===== config.mk =====
export PLATFORM = sky130hd
export DESIGN_NAME = oe_bus_arbiter_flat
export DESIGN_NICKNAME = d
export VERILOG_FILES = /design/src/rtl/oe_bus_arbiter_if.sv /design/src/rtl/oe_bus_arbiter.sv /design/src/flat_wrapper.sv
export SDC_FILE = /design/constraint.sdc
export NUM_CORES = 1
export LEC_CHECK = 0
export ABC_AREA = 1
export BUFFER_PORTS_ARGS = -buffer_cell sky130_fd_sc_hd__buf_2
export CORE_AREA = 2 2 130 132
export DETAILED_ROUTE_END_ITERATION = 12
export DIE_AREA = 0 0 132 134
export PLACE_DENSITY = 0.69
export RECOVER_POWER = 100
export SLEW_MARGIN = 20
export SYNTH_ARGS = -nofsm -noshare
export SYNTH_HDL_FRONTEND = slang
export SYNTH_SLANG_ARGS = --single-unit

===== constraint.sdc =====
create_clock -name clk -period 1.73 [get_ports clk]
set_input_delay 0.346 -clock clk [delete_from_list [all_inputs] [get_ports clk]]
set_output_delay 0.346 -clock clk [all_outputs]
set_load 0.02 [all_outputs]

===== src/rtl/oe_bus_arbiter_if.sv =====
// Shared-bus bundle between the requesting sub-blocks and oe_bus_arbiter.
// The arbiter uses the slave modport; requesters (or a bench) use master.
interface oe_bus_arbiter_if #(
    parameter int NREQ  = 4,
    parameter int WIDTH = 32
);
    logic [NREQ-1:0]       req;
    logic [NREQ*WIDTH-1:0] req_data;
    logic [NREQ*WIDTH-1:0] req_oe;
    logic [NREQ-1:0]       gnt;
    logic [WIDTH-1:0]      o;
    logic [WIDTH-1:0]      oe;
    logic                  busy;
    logic                  err;

    modport master (
        output req, req_data, req_oe,
        input  gnt, o, oe, busy, err
    );

    modport slave (
        input  req, req_data, req_oe,
        output gnt, o, oe, busy, err
    );
endinterface


===== src/rtl/oe_bus_arbiter.sv =====
// Round-robin owner of a shared o/oe bus with a one-cycle turnaround between owners.
// Define OE_BUS_ARB_CONFLICT_EN to build the sticky non-owner-enable checker on err.
module oe_bus_arbiter #(
    parameter int NREQ     = 4,
    parameter int WIDTH    = 32,
    parameter int MAX_HOLD = 8
) (
    input  logic           clk,
    input  logic           rst,
    oe_bus_arbiter_if.slave bus
);
    localparam int IDXW = $clog2(NREQ);
    localparam int HW   = (MAX_HOLD > 1) ? $clog2(MAX_HOLD) : 1;

    localparam logic [HW-1:0]   HOLD_LAST = HW'(MAX_HOLD - 1);
    localparam logic [IDXW-1:0] LAST_RST  = IDXW'(NREQ - 1);

    localparam logic [1:0] ST_IDLE  = 2'd0;
    localparam logic [1:0] ST_DRIVE = 2'd1;
    localparam logic [1:0] ST_TURN  = 2'd2;

    logic [1:0]       state;
    logic [NREQ-1:0]  gnt_q;
    logic [WIDTH-1:0] o_p1;
    logic [WIDTH-1:0] oe_p1;
    logic [IDXW-1:0]  last;
    logic [IDXW-1:0]  own;
    logic [HW-1:0]    hold;

    logic             sel_vld;
    logic [IDXW-1:0]  sel_idx;
    logic [IDXW-1:0]  cand;
    logic             others;

    // Scan downwards so the candidate nearest to last+1 is the one left standing.
    always_comb begin
        sel_vld = 1'b0;
        sel_idx = '0;
        cand    = '0;
        for (int j = NREQ; j >= 1; j--) begin
            cand = IDXW'((int'(last) + j) % NREQ);
            if (bus.req[cand]) begin
                sel_vld = 1'b1;
                sel_idx = cand;
            end
        end
    end

    // gnt_q is one-hot on the owner while driving, so this is "someone else wants the bus".
    assign others = |(bus.req & ~gnt_q);

    always_ff @(posedge clk) begin
        if (rst) begin
            state <= ST_IDLE;
            gnt_q <= '0;
            o_p1  <= '0;
            oe_p1 <= '0;
            last  <= LAST_RST;
            own   <= '0;
            hold  <= '0;
        end else begin
            case (state)
                ST_IDLE: begin
                    oe_p1 <= '0;
                    if (sel_vld) begin
                        state <= ST_DRIVE;
                        gnt_q <= NREQ'(1) << sel_idx;
                        own   <= sel_idx;
                        hold  <= '0;
                    end
                end
                ST_DRIVE: begin
                    o_p1  <= bus.req_data[int'(own)*WIDTH +: WIDTH];
                    oe_p1 <= bus.req_oe[int'(own)*WIDTH +: WIDTH];
                    if (hold != HOLD_LAST) begin
                        hold <= hold + 1'b1;
                    end
                    if (!bus.req[own] || (hold == HOLD_LAST && others)) begin
                        state <= ST_TURN;
                        gnt_q <= '0;
                        last  <= own;
                    end
                end
                ST_TURN: begin
                    oe_p1 <= '0;
                    if (sel_vld) begin
                        state <= ST_DRIVE;
                        gnt_q <= NREQ'(1) << sel_idx;
                        own   <= sel_idx;
                        hold  <= '0;
                    end else begin
                        state <= ST_IDLE;
                    end
                end
                default: begin
                    state <= ST_IDLE;
                    gnt_q <= '0;
                    oe_p1 <= '0;
                end
            endcase
        end
    end

    assign bus.gnt  = gnt_q;
    assign bus.o    = o_p1;
    assign bus.oe   = oe_p1;
    assign bus.busy = (state != ST_IDLE);

`ifdef OE_BUS_ARB_CONFLICT_EN
    logic err_q;
    logic conflict;

    // Outside DRIVE gnt_q is zero, so every requester counts as a non-owner there.
    always_comb begin
        conflict = 1'b0;
        for (int i = 0; i < NREQ; i++) begin
            if (!gnt_q[i] && (|bus.req_oe[i*WIDTH +: WIDTH])) begin
                conflict = 1'b1;
            end
        end
    end

    always_ff @(posedge clk) begin
        if (rst) begin
            err_q <= 1'b0;
        end else if (conflict) begin
            err_q <= 1'b1;
        end
    end

    assign bus.err = err_q;
`else
    assign bus.err = 1'b0;
`endif
endmodule


===== src/flat_wrapper.sv =====
// flat-port wrapper written by rule: the top's interface ports become plain ports
module oe_bus_arbiter_flat 
#(
    parameter int NREQ     = 4,
    parameter int WIDTH    = 32,
    parameter int MAX_HOLD = 8
)
  (clk, rst, bus_req, bus_req_data, bus_req_oe, bus_gnt, bus_o, bus_oe, bus_busy, bus_err);
  oe_bus_arbiter_if #(.NREQ(NREQ), .WIDTH(WIDTH)) bus_i ();
  input  logic clk;
  input  logic rst;
  input wire logic [$bits(bus_i.req)-1:0] bus_req;
  input wire logic [$bits(bus_i.req_data)-1:0] bus_req_data;
  input wire logic [$bits(bus_i.req_oe)-1:0] bus_req_oe;
  output wire logic [$bits(bus_i.gnt)-1:0] bus_gnt;
  output wire logic [$bits(bus_i.o)-1:0] bus_o;
  output wire logic [$bits(bus_i.oe)-1:0] bus_oe;
  output wire logic [$bits(bus_i.busy)-1:0] bus_busy;
  output wire logic [$bits(bus_i.err)-1:0] bus_err;
  assign bus_i.req = bus_req;
  assign bus_i.req_data = bus_req_data;
  assign bus_i.req_oe = bus_req_oe;
  assign bus_gnt = bus_i.gnt;
  assign bus_o = bus_i.o;
  assign bus_oe = bus_i.oe;
  assign bus_busy = bus_i.busy;
  assign bus_err = bus_i.err;
  oe_bus_arbiter #(.NREQ(NREQ), .WIDTH(WIDTH), .MAX_HOLD(MAX_HOLD)) u_core (.clk(clk), .rst(rst), .bus(bus_i));
endmodule

# Word-level counts from Yosys, hierarchy flattened

Cells that the tools add are included.

$add $sub $neg: 5
Order comparisons: 5
Eq/ne operators: 8
Shift-type cells: 3
Muxes and demuxes: 28
Bitwise gates (word level): 3
Reduce and logical (&&, ||, !) cells: 14

Operators with widths:

| cell                | number |
|---|---|
| $shiftx 128x8->32   | 2 |
| $lt 2x3->1 const B  | 5 |
| $mux 2              | 6 |
| $bmux 1 s2          | 5 |
| $mux 1              | 10 |
| $mux 4              | 2 |
| $ne 2x1->1 const B  | 4 |
| $pmux 4 s2          | 1 |
| $reduce_and 2->1    | 4 |
| $mux 3              | 2 |
| $pmux 2 s3          | 1 |
| $pmux 3 s2          | 1 |
| $add 2x1->2 const B | 2 |
| $add 2x2->2 const B | 2 |
| $and 4x4->4         | 1 |
| $not 4->4           | 1 |
| $reduce_bool 2->1   | 2 |
| $reduce_or 2->1     | 2 |
| $reduce_or 4->1     | 1 |
| $shl 1x2->4 const A | 1 |
| $add 3x1->3 const B | 1 |
| $eq 3x3->1 const B  | 1 |
| $ne 3x3->1 const B  | 1 |
| $reduce_and 3->1    | 1 |
| 7 further kinds     | 7 |

Register bits: 77
Input port bits: 262

# Depth between registers and ports, before layout

Gate-level depths: netlist of the first run.

Word-level depth: 10
Mapped depth: 12
Depth with buffers taken out: 11

# Least setup slack after synthesis of the first run

No wires, ideal clock.

Path type: register to register
From: register u_core.last[0]
To: register u_core.own[0]
Arrival: 1.156 ns
Setup slack: 0.461 ns
Stages on the path, launching flop included: 13
Cells stage by stage: dfxtp_1 -> buf_6 -> inv_4 -> nand2_2 -> nand2_1 -> and2_4 -> nand2_1 -> inv_2 -> nor2_4 -> inv_2 -> a21oi_1 -> o21ai_1 -> inv_1

Longest elaborated chain between the ends: 8

RTL lines:

| item                              | line                 | source |
|---|---|---|
| start: declaration                | oe_bus_arbiter.sv:26 | `logic [IDXW-1:0] last;` |
| start signal: assignment          | oe_bus_arbiter.sv:81 | `last <= own;` |
| $add 2x1->2                       | oe_bus_arbiter.sv:41 | `cand = IDXW'((int'(last) + j) % NREQ);` |
| $bmux 1 s2                        | oe_bus_arbiter.sv:42 | `if (bus.req[cand]) begin` |
| $mux 1 (implied by the code)      | oe_bus_arbiter.sv:42 |  |
| $mux 1 (4 in series)              | oe_bus_arbiter.sv:42 |  |
| $reduce_and 2->1 (no source line) | -                    |  |
| end signal: assignment            | oe_bus_arbiter.sv:68 | `own <= sel_idx;` |
| end signal: assignment            | oe_bus_arbiter.sv:89 | `own <= sel_idx;` |
| end: declaration                  | oe_bus_arbiter.sv:27 | `logic [IDXW-1:0] own;` |

Several ways; a longest one is shown, not always the timed one. The select of a mux whose other input is x is not followed.
A chain may end at the register's enable or synchronous reset.

# Worst setup path in the final report of the first run

From: register u_core.last[0]
To: register u_core.own[1]

Same word-level chain as after synthesis.

==> flow_metrics.py, run 1 <==
metrics = {
    "worst_setup_path": {
        "crit_chain": "inv_4, nand2_2, nand2_1, and2_4, nand2_1, inv_2, nor2_4, inv_1, o21ai_0, inv_1",
        "slowest_delay_ns": 0.51,
        "required_ns": 1.95,
        "crit_buf_inv": 4,
        "crit_type": "reg2reg",
        "cpMaxStageDelayCell": "dfxtp_1",
        "worst_setup_path_end_kind": "flip-flop",
        "critPathLaunchType": "flip-flop",
        "path_max_fanout": 8,
        "arrival_ns": 1.80,
        "cp.depth": 10,
        "crit_family": "flip-flops",
        "critPathLaunch": "u_core.last[0]",
        "ff2ff_path_depth": 10,
        "r2r_start": "u_core.last[0]",
    },
    "finish": {
        "n_fill_cell": 1764,
        "drive_above_1_share_pct": 28.89,
        "area_growth_pct": 45.82,
        "final_cell_area_sq_um": 6685,
        "layout.nets": 1325,
    },
    "floorplan": {
        "die_h_um": 134,
        "dieArea_sq_um": 17690,
        "io_pins": 332,
        "core_sq_um": 16290,
        "start_util_pct": 28.14,
        "rows": 47,
        "die_w_um": 132,
    },
    "cts": {
        "root_buffer": "clkbuf_16",
        "post_cts_buffers": 0,
        "clkLatencyLatePin_ns": 0.34,
        "cts_buffers": 9,
        "tritoncts": "done",
        "clk_pin_slew_worst_paths_ns": 0.07,
        "cts_resized": 0,
        "hold_buffers": 0,
        "cts_num_sinks": 77,
        "clockBufferDepth": 2,
        "h-tree-depth": 3,
    },
    "routing": {
        "first_pass_iters": 5,
        "drt-initial-drc-count": 476,
        "via_count": 6066,
        "wire_per_inst_um": 14.02,
        "antenna_left": 0,
        "via_per_inst": 4.713,
        "drc": 0,
        "routed_wl_mm": 18.04,
    },
    "logic_synthesis": {
        "syn_area_per_cell_sq_um": 6.001,
        "ys_seq_elements": 77,
        "synth_area_leaders": "dfxtp_1, nor2_1, o21ai_1, o21ai_0, a21oi_1",
        "yosys.area.top_type": "dfxtp_1",
        "yosys.area.top_type_share_pct": 33.62,
        "synth-seq-area-share_pct": 33.62,
        "synth.most_common_cell": "nor2_1",
        "synth-edff-count": 0,
        "async_reset_ff_share_pct": 0,
        "synth-main-ff-cell": "dfxtp_1",
        "yosys_warnings": 0,
        "synth_cell_types": 25,
        "synth_nets": 1028,
        "synth_cells": 764,
        "syn-cell-area_sq_um": 4584,
        "synth_commonest_cells": "nor2_1, o21ai_1, dfxtp_1, o21ai_0, nand2_1",
    },
    "min_path": {
        "min-delay-start": "bus_req_oe[62]",
        "hold_depth": 3,
        "hold_path_class": "in2reg",
    },
    "run_status": {
        "outcome": "complete, no violations",
    },
    "power": {
        "power_density_nw_per_um2": 1219,
        "power.total_mw": 8.149,
        "static-leakage-power_nw": 3.374,
        "ir_drop_uv": 537.3,
    },
    "global_routing": {
        "grt_pass1_vias": 5533,
        "grt_overflow": 0,
        "grt_antenna_before_repair": 1,
        "grt_pass1_wl_mm": 27.82,
        "grt_max_degree": 79,
        "grt_usage_pct": 19.45,
    },
    "timing": {
        "rsz0062_at_grt": "no",
        "whs_ns": 0.2778,
        "finClkSkew_ns": 0.008896,
        "max-slew-margin-rel_pct": 54.98,
        "final.period_utilization_pct": 91.29,
        "finalHoldViolations": 0,
        "worst_pin_slew_ns": 0.6753,
        "max_clock_freq_ghz": 0.6332,
        "finalSetupTns_ns": 0,
        "period_minus_slack_ns": 1.579,
        "finalSetupViolCount": 0,
        "drv_slew": 0,
        "setup_ws_ns": 0.1506,
    },
    "place": {
        "pre_cts_ws_ns": 0.2600,
        "dpl-instance-area_sq_um": 6452,
        "port_buffers": 330,
        "place_congestion": 0.9403,
        "dp_hpwl_mm": 13.30,
    },
    "job": {
        "drv_cap": 0,
    },
}
==> power breakdown <==
group	internal [mW]	switching [mW]
combinational	1.33	2.48
clock	1.28	0.768
sequential	2.09	0.199
total	4.70	3.45
==> metal layers <==
metal / global-route usage (%) / up-vias / wire, um / share of wire, %
met5: 0 / - / 0 / 0
met4: 7.246 / 0 / 478 / 2.6
met3: 4.233 / 36 / 1282 / 7.1
met2: 32.03 / 264 / 8572 / 48
met1: 25.02 / 2683 / 7708 / 43
li1: - / 3083 / - / -
==> final timing paths <==
kind	to	slack, ns
min	u_core.bus.oe[30]	0.28
max reg2reg	u_core.own[1]	0.15
min reg2reg	u_core.hold[0]	0.47
max	u_core.own[1]	0.15
==> sequential cells by signal, indices dropped and copies added (netlist names) <==
register        cells
u_core.bus.oe      32
u_core.hold         3
u_core.bus.gnt      4
u_core.own          2
u_core.bus.o       32
u_core.state        2
u_core.last         2
==> layout by cell type, fill, tap and decap left out, types with 2 or more instances in the layout <==
cell type | synthesis | layout
inv_4 | 1 | 2
clkinv_2 | 0 | 2
o21ai_0 | 74 | 102
nand2_2 | 2 | 2
nor2_1 | 259 | 259
o22ai_1 | 34 | 34
clkbuf_1 | 34 | 70
dfxtp_1 | 77 | 75
buf_2 | 18 | 263
buf_4 | 1 | 4
buf_12 | 0 | 7
clkbuf_16 | 0 | 10
nand3_1 | 8 | 8
o21ai_1 | 94 | 66
nand4_1 | 2 | 2
clkbuf_8 | 0 | 2
nor2_4 | 2 | 2
inv_1 | 45 | 45
ha_1 | 2 | 2
nand2_1 | 47 | 47
inv_2 | 8 | 6
a21oi_1 | 46 | 46
==> worst register-to-register path: stages (launching register included) <==
cell and delay (ns):
dfxtp_1 0.51, inv_4 0.11, nand2_2 0.08, nand2_1 0.07
and2_4 0.17, nand2_1 0.07, inv_2 0.05, nor2_4 0.08
inv_1 0.11, o21ai_0 0.18, inv_1 0.06
==> area by class of cell <==
cell class | count | area (sq um) | share of cell area [%]
flip-flops and latches | 77 | 1546 | 23.13
well taps | 220 | 275.3 | 4.118
inverters | 54 | 207.7 | 3.107
multi-input cells | 575 | 2579 | 38.57
clock buffers | 13 | 281.5 | 4.211
clock inverters | 3 | 40.04 | 0.5989
diodes | 1 | 2.502 | 0.03743
repair buffers | 344 | 1753 | 26.22
==> through the flow <==
stage               utilization, %  std cells
detailed placement           39.61       1270
floorplan                        -        764
global route                 41.04       1287
global placement             39.61       1270
finish                       41.04       1287
CTS                          41.59       1286
==> cells by family after synthesis <==
family | Yosys count | synth area share [%]
flip-flops | 77 | 33.62
AO/OA/AOI/OAI | 249 | 28.19
AND/OR/NAND/NOR | 323 | 27.43
adder cells (fa/ha/maj) | 2 | 0.5458
other | 1 | 0.08180
buffers and inverters | 112 | 10.13
(Power assumes the default switching activity.)
==> run 2, diff against run 1 <==
==> constraint.sdc (replaced) <==
create_clock -name clk -period 1.6 [get_ports clk]
set_input_delay 0.32 -clock clk [delete_from_list [all_inputs] [get_ports clk]]
set_output_delay 0.32 -clock clk [all_outputs]
set_load 0.02 [all_outputs]
==> run 2 against run 1 <==
  * Highest routed layer unchanged
  * Routed wire length increased by 1.8%
  * Clock skew barely moved
  * Non-clock buffer count is 4 higher
  * Largest cell class unchanged
  * Critical endpoint is now bus_busy
  * Global-route usage increased by 0.23 points
==> flow_metrics.py, run 2 (synthesis results as in run 1) <==
metrics = {
    "cts": {
        "cts_num_sinks": 77,
        "cts_buffers": 9,
        "h-tree-depth": 3,
        "tritoncts": "done",
        "clkLatencyLatePin_ns": 0.34,
        "root_buffer": "clkbuf_16",
        "clk_pin_slew_worst_paths_ns": 0.07,
        "clockBufferDepth": 2,
        "hold_buffers": 0,
    },
    "min_path": {
        "hold_path_class": "in2reg",
        "hold_depth": 3,
    },
    "worst_setup_path": {
        "cpMaxStageDelayCell": "dfxtp_1",
        "path_max_fanout": 3,
        "worst_setup_path_end_kind": "output port",
        "required_ns": 1.28,
        "ff2ff_path_depth": 6,
        "critPathLaunchType": "flip-flop",
        "crit_family": "flip-flops",
        "arrival_ns": 1.15,
        "cp.depth": 2,
        "slowest_delay_ns": 0.34,
        "crit_buf_inv": 1,
        "crit_chain": "or2_2, clkbuf_2",
        "crit_type": "reg2out",
    },
    "global_routing": {
        "grt_pass1_wl_mm": 27.97,
        "grt_max_degree": 71,
        "grt_pass1_vias": 5534,
        "grt_overflow": 0,
        "grt_usage_pct": 19.68,
        "grt_antenna_before_repair": 1,
    },
    "finish": {
        "layout_common_cells": "buf_2, nor2_1, o21ai_0, dfxtp_1, clkbuf_1",
        "layout.nets": 1329,
        "drive_above_1_share_pct": 29.56,
        "area_growth_pct": 47.65,
        "n_fill_cell": 1802,
        "mostFrequentLayoutCell": "buf_2",
    },
    "power": {
        "power_density_nw_per_um2": 1346,
        "ir_drop_uv": 605.8,
        "power.total_mw": 9.114,
        "static-leakage-power_nw": 3.413,
    },
    "place": {
        "place_congestion": 0.8979,
        "dp_hpwl_mm": 13.60,
        "port_buffers": 330,
    },
    "timing": {
        "rsz0062_at_grt": "no",
        "drv_slew": 0,
        "final.period_utilization_pct": 91.92,
        "max_clock_freq_ghz": 0.6799,
        "finalHoldViolations": 0,
        "period_minus_slack_ns": 1.471,
        "finalSetupViolCount": 0,
        "finClkSkew_ns": 0.008404,
        "finalSetupTns_ns": 0,
    },
    "routing": {
        "route.met2.wl_mm": 8.627,
        "first_pass_iters": 5,
        "antenna_left": 0,
        "via_count": 6139,
        "routed_wl_mm": 18.37,
        "drc": 0,
        "drt-initial-drc-count": 490,
        "wl_met3_mm": 1.203,
        "wl_met1_mm": 8.055,
        "via_per_inst": 4.759,
        "top_layer": "met4",
        "wire_per_inst_um": 14.24,
    },
    "floorplan": {
        "start_util_pct": 28.14,
        "die_w_um": 132,
        "rows": 47,
        "dieArea_sq_um": 17690,
        "core_sq_um": 16290,
        "io_pins": 332,
        "die_h_um": 134,
    },
    "job": {
        "drv_cap": 0,
    },
    "run_status": {
        "outcome": "complete, no violations",
    },
}
[run 2: cell count changes in the layout (fill, tap and decap cells not counted), moves of 2 or more]
| cell | change |
|---|---|
| nand2_1 | -2 |
| clkbuf_1 | -2 |
| o21ai_1 | -3 |
| buf_4 | +4 |
| buf_2 | -2 |
| nand2_2 | +2 |
| bufinv_16 | +2 |
| o21ai_0 | +3 |
[run 2: worst paths after layout]
kind	start	endpoint	slack (ns)
hold / removal	bus_req_oe[33]	u_core.bus.oe[1]	0.25
hold reg to reg	u_core.hold[0]	u_core.hold[0]	0.47
setup reg to reg	u_core.state[0]	u_core.bus.o[29]	0.13
setup / recovery	u_core.state[0]	bus_busy	0.13
[run 2: worst reg2reg max path, cell delays in order (launching register included)]
cell and delay [ns]:
dfxtp_1 0.39, inv_1 0.15, nor2_4 0.20, inv_2 0.05, clkbuf_4 0.28, o21ai_0 0.24, inv_1 0.05
[run 2: layout make-up]
class	instances	area [sq um]	share of cell area, %
timing repair buffer	348	1802	26.62
sequential	77	1550	22.90
tap	220	275.3	4.067
inverter	54	207.7	3.068
clock inverter	4	95.09	1.405
antenna	1	2.502	0.03697
clock buffer	11	252.7	3.734
multi-input combinational	575	2584	38.17
[run 2: metal layers]
layer	vias up	track usage [%]
li1	3087	-
met1	2768	25.56
met2	251	31.42
met3	33	4.082
met4	0	9.058
met5	-	0
[run 2: repair_timing]
item                                    in CTS  in global routing
endpoints found under the setup margin       0                  9
buffers inserted                             0                  3
gates resized for setup                      0                  4
[run 2: stage by stage]
stage	cell area, sq um	util [%]	hold slack (ns)	setup WS (ns)	instances
after CTS	6820	41.87	0.2381	0.09201	1286
after floorplan	4584	-	0.4322	0.3310	764
after global routing	6769	41.55	0.2435	0.008180	1290
after global placement	6472	39.73	0.4568	0.1093	1271
final	6769	41.55	0.2519	0.1292	1290
after detailed placement	6472	39.73	0.4563	0.1177	1271
[run 2: report_power, final]
group | switching (mW) | leakage (nW) | internal (mW)
clock | 0.842 | 0.172 | 1.60
combinational | 2.71 | 2.61 | 1.48
sequential | 0.218 | 0.634 | 2.26
==> run 3, diff against run 2 <==
--- a/config.mk
+++ b/config.mk
@@ -7,10 +7,12 @@
 export LEC_CHECK = 0
 export ABC_AREA = 1
 export BUFFER_PORTS_ARGS = -buffer_cell sky130_fd_sc_hd__buf_2
-export CORE_AREA = 2 2 130 132
+export CELL_PAD_IN_SITES_DETAIL_PLACEMENT = 1
+export CELL_PAD_IN_SITES_GLOBAL_PLACEMENT = 1
+export CORE_ASPECT_RATIO = 0.75
+export CORE_UTILIZATION = 26
 export DETAILED_ROUTE_END_ITERATION = 12
-export DIE_AREA = 0 0 132 134
-export PLACE_DENSITY = 0.69
+export PLACE_DENSITY = 0.92
 export RECOVER_POWER = 100
 export SLEW_MARGIN = 20
 export SYNTH_ARGS = -nofsm -noshare
==> run 3 against run 2 <==
  * Routed wire length rose by 11%
  * Sequential cell count did not move
  * Count of clock-buffer cells in the layout rose by 1
  * Total power fell by 5.8%
  * Critical path depth rose by 4
  * Sequential share of layout area rose by 0.36 points
  * Clock skew fell by 0.0053 ns
  * First-iteration DRC count fell by 34%
  * Design area fell by 1.5%
  * Highest routed layer unchanged
==> flow_metrics.py, run 3 (synthesis results as in run 1) <==
metrics = {
    "run_status": {
        "outcome": "complete, no violations",
    },
    "power": {
        "ir_drop_uv": 591.1,
        "static-leakage-power_nw": 3.366,
        "power_density_nw_per_um2": 1288,
        "power.total_mw": 8.590,
    },
    "global_routing": {
        "grt_max_degree": 58,
        "grt_usage_pct": 21.92,
        "grt_overflow": 0,
        "grt_pass1_vias": 6098,
        "grt_antenna_before_repair": 0,
        "grt_pass1_wl_mm": 31.00,
    },
    "floorplan": {
        "io_pins": 332,
        "start_util_pct": 26.92,
        "die_h_um": 117.0,
        "die_w_um": 155.3,
        "rows": 41,
        "core_sq_um": 17030,
        "dieArea_sq_um": 18170,
    },
    "cts": {
        "hold_buffers": 0,
        "h-tree-depth": 3,
        "cts_buffers": 9,
        "clk_pin_slew_worst_paths_ns": 0.06,
        "tritoncts": "done",
        "cts_resized": 1,
        "root_buffer": "clkbuf_16",
        "post_cts_buffers": 0,
        "cts_num_sinks": 77,
        "clkLatencyLatePin_ns": 0.33,
        "clockBufferDepth": 2,
    },
    "min_path": {
        "hold_path_class": "in2reg",
    },
    "routing": {
        "drt-initial-drc-count": 323,
        "drc": 0,
        "first_pass_iters": 6,
        "routed_wl_mm": 20.41,
        "via_count": 6184,
        "via_per_inst": 4.742,
        "antenna_left": 0,
        "wire_per_inst_um": 15.65,
    },
    "timing": {
        "max-slew-margin-rel_pct": 66.06,
        "worst_pin_slew_ns": 0.5091,
        "drv_slew": 0,
        "final.period_utilization_pct": 93.19,
        "finalSetupTns_ns": 0,
        "finalSetupViolCount": 0,
        "finalHoldViolations": 0,
        "period_minus_slack_ns": 1.491,
        "finClkSkew_ns": 0.003084,
        "rsz0062_at_grt": "no",
        "max_clock_freq_ghz": 0.6707,
    },
    "place": {
        "post-place-cells": 1289,
        "place_congestion": 0.8018,
        "port_buffers": 330,
        "dp_hpwl_mm": 15.93,
    },
    "finish": {
        "area_growth_pct": 45.50,
        "layout.cells.non_filler": 1304,
        "layout_common_cells": "buf_2, nor2_1, o21ai_0, dfxtp_1, clkbuf_1",
        "n_fill_cell": 2405,
        "multi_input_area_sq_um": 2582,
        "layout.nets": 1328,
        "mostFrequentLayoutCell": "buf_2",
        "register_area_sq_um": 1551,
        "drive_above_1_share_pct": 29.43,
    },
    "worst_setup_path": {
        "crit_type": "reg2reg",
        "path_max_fanout": 32,
        "worst_setup_path_end_kind": "flip-flop",
        "required_ns": 1.82,
        "arrival_ns": 1.72,
        "critPathLaunchType": "flip-flop",
    },
    "job": {
        "drv_cap": 0,
    },
}
-- run 3: changes by cell type in the layout (fill, tap and decap cells not counted), moves of 2 or more --
cell / delta
nand2_2: -2
bufinv_16: -3
buf_12: -3
nand2_1: +2
-- run 3: layout make-up --
type	count	share of cell area [%]
Timing Repair Buffer	347	26.45
Clock inverter	2	0.1501
Clock buffer	12	3.845
Sequential cell	77	23.26
Tap cell	236	4.427
Antenna cell	1	0.03752
Multi-Input combinational cell	575	38.72
Inverter	54	3.114
-- run 3: final timing paths --
check                  start                 to  slack (ns)  depth (start not counted)
max          u_core.state[0]   u_core.bus.o[20]        0.11                          6
min          bus_req_oe[127]  u_core.bus.oe[31]        0.27                          3
max reg2reg  u_core.state[0]   u_core.bus.o[20]        0.11                          6
min reg2reg   u_core.hold[0]     u_core.hold[0]        0.47                          1
-- run 3: power by group --
group          internal (mW)  switching, mW  leakage [nW]
logic                   1.43           2.79          2.60
clock network           1.11          0.768         0.134
registers               2.27          0.216         0.633
total                   4.81           3.78          3.37
-- run 3: layer usage --
metal	vias up	global-route usage, %	wire length (um)
met1	2870	26.69	8677
met4	0	5.948	311
met5	-	0	0
met3	22	5.302	1347
met2	204	38.86	10080
li1	3088	-	-
-- run 3: metrics by stage --
step                      hold WS [ns]  util [%]  worst slack, ns  area (sq um)
after global placement          0.4585     38.06           0.1110          6482
after floorplan                 0.4322         -           0.3310          4584
after CTS                       0.2477     39.63          0.08269          6750
final                           0.2688     39.16           0.1090          6670
after global routing            0.2667     39.15          0.01341          6668
after detailed placement        0.4560     38.06       -0.0007522          6482
-- run 3: critical path, stage by stage (launching register included) --
cell	delay (ns)
dfxtp_1	0.39
inv_1	0.14
nor2_4	0.19
inv_2	0.05
clkbuf_4	0.29
o21ai_0	0.26
inv_1	0.05
